[src/rtl/bank_cmd_sequencer.sv]
// Turns one DRAM request at a time into PRE/ACT/RD/WR bus commands.
// Keeps an open-row table per bank and holds off commands through the activate and precharge windows.
module bank_cmd_sequencer #(
  parameter int BANK_GROUPS        = 8,
  parameter int BANKS_PER_GROUP    = 8,
  parameter int ROW_BITS           = 8,
  parameter int COL_BITS           = 4,
  parameter int DATA_WIDTH         = 64,
  parameter int ACTIVATION_LATENCY = 8,
  parameter int PRECHARGE_LATENCY  = 5
) (
  input  logic                               clk_in,
  input  logic                               rst_in,
  input  logic                               req_valid_in,
  output logic                               req_ready_out,
  input  logic [$clog2(BANK_GROUPS)-1:0]     bank_group_in,
  input  logic [$clog2(BANKS_PER_GROUP)-1:0] bank_in,
  input  logic [ROW_BITS-1:0]                row_in,
  input  logic [COL_BITS-1:0]                col_in,
  input  logic                               write_in,
  input  logic [DATA_WIDTH-1:0]              val_in,
  input  logic                               cmd_ready_in,
  output logic                               cmd_valid_out,
  output logic [2:0]                         cmd_out,
  output logic [$clog2(BANK_GROUPS)-1:0]     bank_group_out,
  output logic [$clog2(BANKS_PER_GROUP)-1:0] bank_out,
  output logic [ROW_BITS-1:0]                row_out,
  output logic [COL_BITS-1:0]                col_out,
  output logic [DATA_WIDTH-1:0]              val_out
);

  localparam int BGW     = $clog2(BANK_GROUPS);
  localparam int BKW     = $clog2(BANKS_PER_GROUP);
  localparam int BANKS   = BANK_GROUPS * BANKS_PER_GROUP;
  localparam int BW      = $clog2(BANKS);
  localparam int MAX_LAT = (ACTIVATION_LATENCY > PRECHARGE_LATENCY) ? ACTIVATION_LATENCY : PRECHARGE_LATENCY;
  localparam int TW      = $clog2(MAX_LAT + 1);

  localparam logic [2:0] CMD_NOP = 3'b000;
  localparam logic [2:0] CMD_ACT = 3'b001;
  localparam logic [2:0] CMD_PRE = 3'b010;
  localparam logic [2:0] CMD_RD  = 3'b011;
  localparam logic [2:0] CMD_WR  = 3'b100;

  generate
    if (ACTIVATION_LATENCY < 1) begin : g_bad_act_lat
      $error("ACTIVATION_LATENCY must be at least 1");
    end
    if (PRECHARGE_LATENCY < 1) begin : g_bad_pre_lat
      $error("PRECHARGE_LATENCY must be at least 1");
    end
  endgenerate

  typedef enum logic [2:0] {
    S_IDLE     = 3'd0,
    S_DECIDE   = 3'd1,
    S_PRE      = 3'd2,
    S_WAIT_PRE = 3'd3,
    S_ACT      = 3'd4,
    S_WAIT_ACT = 3'd5,
    S_RW       = 3'd6
  } state_t;

  typedef struct packed {
    logic                  valid;
    logic [2:0]            cmd;
    logic [BGW-1:0]        bg;
    logic [BKW-1:0]        bank;
    logic [ROW_BITS-1:0]   row;
    logic [COL_BITS-1:0]   col;
    logic [DATA_WIDTH-1:0] val;
  } cmd_t;

  state_t                state_q;
  cmd_t                  cmd_q;
  logic                  req_ready_q;
  logic [TW-1:0]         timer_q;
  logic [BGW-1:0]        bg_q;
  logic [BKW-1:0]        bank_q;
  logic [ROW_BITS-1:0]   row_q;
  logic [COL_BITS-1:0]   col_q;
  logic                  write_q;
  logic [DATA_WIDTH-1:0] val_q;
  logic [BANKS-1:0]      open_valid_q;
  logic [ROW_BITS-1:0]   open_row_q [BANKS];
  logic [BW-1:0]         idx_s;

  assign idx_s = BW'(bg_q) * BW'(BANKS_PER_GROUP) + BW'(bank_q);

  function automatic cmd_t mk_cmd(input logic [2:0] c, input logic [BGW-1:0] bg,
                                  input logic [BKW-1:0] bk, input logic [ROW_BITS-1:0] r,
                                  input logic [COL_BITS-1:0] cl, input logic [DATA_WIDTH-1:0] v);
    cmd_t t;
    t.valid = 1'b1;
    t.cmd   = c;
    t.bg    = bg;
    t.bank  = bk;
    t.row   = r;
    t.col   = cl;
    t.val   = v;
    return t;
  endfunction

  // Column command for the captured request; data only travels with writes.
  function automatic cmd_t mk_rw(input logic wr, input logic [BGW-1:0] bg, input logic [BKW-1:0] bk,
                                 input logic [ROW_BITS-1:0] r, input logic [COL_BITS-1:0] cl,
                                 input logic [DATA_WIDTH-1:0] v);
    return mk_cmd(wr ? CMD_WR : CMD_RD, bg, bk, r, cl, wr ? v : {DATA_WIDTH{1'b0}});
  endfunction

  always_ff @(posedge clk_in or negedge rst_in) begin
    if (!rst_in) begin
      state_q      <= S_IDLE;
      cmd_q        <= '0;
      req_ready_q  <= 1'b1;
      timer_q      <= '0;
      bg_q         <= '0;
      bank_q       <= '0;
      row_q        <= '0;
      col_q        <= '0;
      write_q      <= 1'b0;
      val_q        <= '0;
      open_valid_q <= '0;
      for (int i = 0; i < BANKS; i++) open_row_q[i] <= '0;
    end else begin
      case (state_q)
        S_IDLE: begin
          if (req_valid_in && req_ready_q) begin
            bg_q        <= bank_group_in;
            bank_q      <= bank_in;
            row_q       <= row_in;
            col_q       <= col_in;
            write_q     <= write_in;
            val_q       <= val_in;
            req_ready_q <= 1'b0;
            state_q     <= S_DECIDE;
          end
        end
        S_DECIDE: begin
          if (open_valid_q[idx_s] && (open_row_q[idx_s] == row_q)) begin
            cmd_q   <= mk_rw(write_q, bg_q, bank_q, row_q, col_q, val_q);
            state_q <= S_RW;
          end else if (!open_valid_q[idx_s]) begin
            cmd_q   <= mk_cmd(CMD_ACT, bg_q, bank_q, row_q, '0, '0);
            state_q <= S_ACT;
          end else begin
            cmd_q   <= mk_cmd(CMD_PRE, bg_q, bank_q, open_row_q[idx_s], '0, '0);
            state_q <= S_PRE;
          end
        end
        S_PRE: begin
          if (cmd_ready_in) begin
            open_valid_q[idx_s] <= 1'b0;
            timer_q             <= TW'(PRECHARGE_LATENCY);
            cmd_q               <= '0;
            state_q             <= S_WAIT_PRE;
          end
        end
        S_WAIT_PRE: begin
          timer_q <= timer_q - TW'(1);
          if (timer_q == TW'(1)) begin
            cmd_q   <= mk_cmd(CMD_ACT, bg_q, bank_q, row_q, '0, '0);
            state_q <= S_ACT;
          end
        end
        S_ACT: begin
          if (cmd_ready_in) begin
            open_valid_q[idx_s] <= 1'b1;
            open_row_q[idx_s]   <= row_q;
            timer_q             <= TW'(ACTIVATION_LATENCY);
            cmd_q               <= '0;
            state_q             <= S_WAIT_ACT;
          end
        end
        S_WAIT_ACT: begin
          timer_q <= timer_q - TW'(1);
          if (timer_q == TW'(1)) begin
            cmd_q   <= mk_rw(write_q, bg_q, bank_q, row_q, col_q, val_q);
            state_q <= S_RW;
          end
        end
        S_RW: begin
          if (cmd_ready_in) begin
            cmd_q       <= '0;
            req_ready_q <= 1'b1;
            state_q     <= S_IDLE;
          end
        end
        default: begin
          cmd_q       <= '0;
          req_ready_q <= 1'b1;
          state_q     <= S_IDLE;
        end
      endcase
    end
  end

  assign req_ready_out  = req_ready_q;
  assign cmd_valid_out  = cmd_q.valid;
  assign cmd_out        = cmd_q.valid ? cmd_q.cmd : CMD_NOP;
  assign bank_group_out = cmd_q.bg;
  assign bank_out       = cmd_q.bank;
  assign row_out        = cmd_q.row;
  assign col_out        = cmd_q.col;
  assign val_out        = cmd_q.val;

endmodule

[config.mk]
export PLATFORM = sky130hd
export DESIGN_NAME = bank_cmd_sequencer
export DESIGN_NICKNAME = d
export VERILOG_FILES = /design/src/rtl/bank_cmd_sequencer.sv
export SDC_FILE = /design/constraint.sdc
export NUM_CORES = 1
export LEC_CHECK = 0
export BUFFER_PORTS_ARGS = -buffer_cell sky130_fd_sc_hd__buf_2
export CAP_MARGIN = 15
export CORE_MARGIN = 3
export CORE_UTILIZATION = 41
export CTS_CLUSTER_DIAMETER = 150
export DETAILED_ROUTE_END_ITERATION = 8
export SYNTH_ARGS = -nofsm -noshare
export SYNTH_HDL_FRONTEND = slang
export SYNTH_SLANG_ARGS = --single-unit
[constraint.sdc]
create_clock -name clk_in -period 7 [get_ports clk_in]
set_input_delay 1.75 -clock clk_in [delete_from_list [all_inputs] [get_ports clk_in]]
set_output_delay 1.75 -clock clk_in [all_outputs]
set_load 0.05 [all_outputs]
==> flow_summary.ini <==
[drt]
ant_nets = 0
avgRoutedWirePerCell_um = 24.9
via_per_inst = 5.91
totalWireLength_um = 103000
dr.first_iter.drc_count = 2357
vias = 24500
drc = 0
firstDrtPassIters = 6

[power]
switching_share = 0.402
p_comb_frac = 0.349
power.switching_mw = 7.04
p_int_mw = 10.5
ir_worst_vdd_mv = 0.219
power.density_mw_per_mm2 = 475
clockPowerShare = 0.250
p_total_mw = 17.5
power_frac_seq = 0.401
p_leak_nw = 17.0

[finish]
syn_to_final_growth_pct = 12.0
drive_gt1_frac = 0.195
fin_cells = 4140
final_area_sq_mm = 0.0368
layout.cells.most_common_list = dfrtp_1 (749), nand2_1 (620), o21ai_0 (560), buf_2 (172), mux2_2 (162)
utilization = 0.464
final_common_cell = dfrtp_1
nNetsFinal = 3119

[hold_path]
hold_class = reg -> reg
hp-start = cmd_q[84]
holdPathEnd = cmd_q[84]
worstHoldPathCells = 1

[sta]
worst_slack_ns = 1.33
tns_ns = 0
tightest_slew_ns = 1.36
fin_skew_ns = 0.0363
setup_viol = 0
hold_ws_ns = 0.467
finalCritPeriodShare = 0.810
max_freq_ghz = 0.176
fin_crit_ns = 5.67
hold_viol_final = 0
slew_headroom = 0.0922
rsz0062_at_grt = false
report.final.slew_viol_count = 0

[critical_path]
worstSetupPathType = reg -> reg
critPathRequiredTime_ns = 7.59
worst_setup_path_start_kind = register
cp_max_fo = 53
worst_setup_path_end_kind = register
r2r-start = bank_q[0]
rrSetupSlack_ns = 1.33
worstReg2RegEnd = val_out[13]
cp.arrival_ns = 6.26
reg2reg_depth = 11

[placement]
place_ws_ns = 1.46
gp_congestion = 1.03
post_dp_cell_area_sq_mm = 0.0340
place_inst = 3994
port_buffers = 173
hpwlAfterDp_um = 66900

[grt]
grt_use_met2 = 0.382
grt_pass1_vias = 24200
busiest_layer = met2
overflow = 0
grt_pass1_wl_um = 155000
grt_usage = 0.246
grt_max_degree = 167
use_met3 = 0.0570
antenna_found_initial = 3
met1_usage = 0.330

[synth]
synthArstFlopShare = 1.00
yosys_warnings = 0
netlist_area_sq_mm = 0.0329
synth_edf_count = 0
ys.flop_type = dfrtp_1
synth_nets = 3123
ys_seq_area_frac = 0.573
syn_inst = 3034
synth.distinct_cells = 66
syn_area_per_cell_sq_um = 10.8
ys_ff_latch = 753

[floorplan]
initial_core_util = 0.415
rows = 103
die_x_um = 289
ios = 174
dieArea_sq_mm = 0.0836
coreArea_sq_mm = 0.0793
die_h_um = 289

[clock_network]
clk_pin_slew_ns = 0.06
cts_resized = 0
cts-root-buf = clkbuf_16
postCtsHoldBufs = 0
htreeDepth = 3
cts_setup_buffers = 0
clkLatencyLatePin_ns = 0.66
cts_tree = done
clock_sinks = 753
cts_inserted_buffers = 80
cts.path.max_buffers = 3

[run_status]
status = complete, no violations

[flow_run]
max_cap_viol_count = 0
==> cell families after synthesis <==
logic type,share of synthesized area
XOR/XNOR,0.00240
flip-flops,0.573
multiplexers,0.123
buffers and inverters,0.0507
adder cells (fa/ha/maj),0.000761
AND/OR/NAND/NOR,0.0972
AO/OA/AOI/OAI,0.152
==> how the worst max path moves through the flow <==
stage	startpoint	to	slack, ns	depth (start not counted)
3_5_place_dp	bank_q[0]	val_out[42]	1.46	11
4_1_cts	bank_q[0]	val_out[42]	1.43	11
2_1_floorplan	cmd_ready_in	open_row_q[10]	3.37	7
6_report	bank_q[0]	val_out[13]	1.33	11
3_3_place_gp	bank_q[0]	val_out[12]	1.57	11
5_1_grt	bank_q[0]	val_out[13]	1.04	11
==> Yosys cell counts, types with 13 or more instances <==
| cell | n | share of area |
|---|---|---|
| a221oi_1 | 43 | 0.011 |
| buf_4 | 86 | 0.020 |
| buf_2 | 31 | 0.0047 |
| dfrtp_1 | 752 | 0.57 |
| a22oi_1 | 51 | 0.012 |
| nand3_1 | 39 | 0.0059 |
| mux4_2 | 53 | 0.036 |
| a21oi_1 | 29 | 0.0044 |
| inv_1 | 16 | 0.0018 |
| mux2_2 | 162 | 0.055 |
| a22o_1 | 75 | 0.020 |
| o22ai_1 | 23 | 0.0044 |
| mux2i_1 | 103 | 0.031 |
| nor3_1 | 13 | 0.0020 |
| nand2_1 | 620 | 0.071 |
| clkbuf_1 | 186 | 0.021 |
| nor2_1 | 41 | 0.0047 |
| o21ai_0 | 560 | 0.085 |
==> power groups by stage <==
stage | combinational [mW] | clock [mW] | sequential, mW
after global routing | 6.53 | 4.62 | 7.18
after global placement | 5.85 | 0 | 6.99
after detailed placement | 5.99 | 0 | 7.05
after floorplan | 4.36 | 0 | 6.48
final | 6.11 | 4.37 | 7.01
after CTS | 6.00 | 4.44 | 6.99
==> layer usage <==
layer | up-vias | wire (um)
li1 | 10600 | -
met1 | 12300 | 42200
met2 | 1208 | 46800
met3 | 274 | 8960
met4 | 2 | 4870
met5 | - | 13
==> sequential cells by signal (all words and copies together) (netlist names), 4 cells and up, named ones only <==
| name | flops |
|---|---|
| open_row_q | 512 |
| row_out | 8 |
| timer_q | 4 |
| col_out | 4 |
| val_out | 64 |
| col_q | 4 |
| val_q | 64 |
| row_q | 8 |
==> layout make-up <==
type / count / area [sq um]
clock buffers: 113 / 2300
repair buffers: 231 / 1440
multi-input cells: 1947 / 12400
diodes: 2 / 5.00
inverters: 17 / 63.8
well taps: 1050 / 1310
flip-flops and latches: 753 / 18900
fillers: 7235 / 42400
clock inverters: 27 / 429
==> worst max-delay path, stage by stage, from the launching register on <==
cell and delay, ns:
dfrtp_4 1.09, buf_4 0.63, mux4_2 0.57, mux2i_1 0.31
o22ai_1 0.17, nor4_1 0.51, xnor2_1 0.19, nand4_1 0.26
o41ai_2 0.53, and3_2 0.53, buf_4 0.52, a22o_1 0.21
Note: power is estimated with default switching activity, not from simulation.
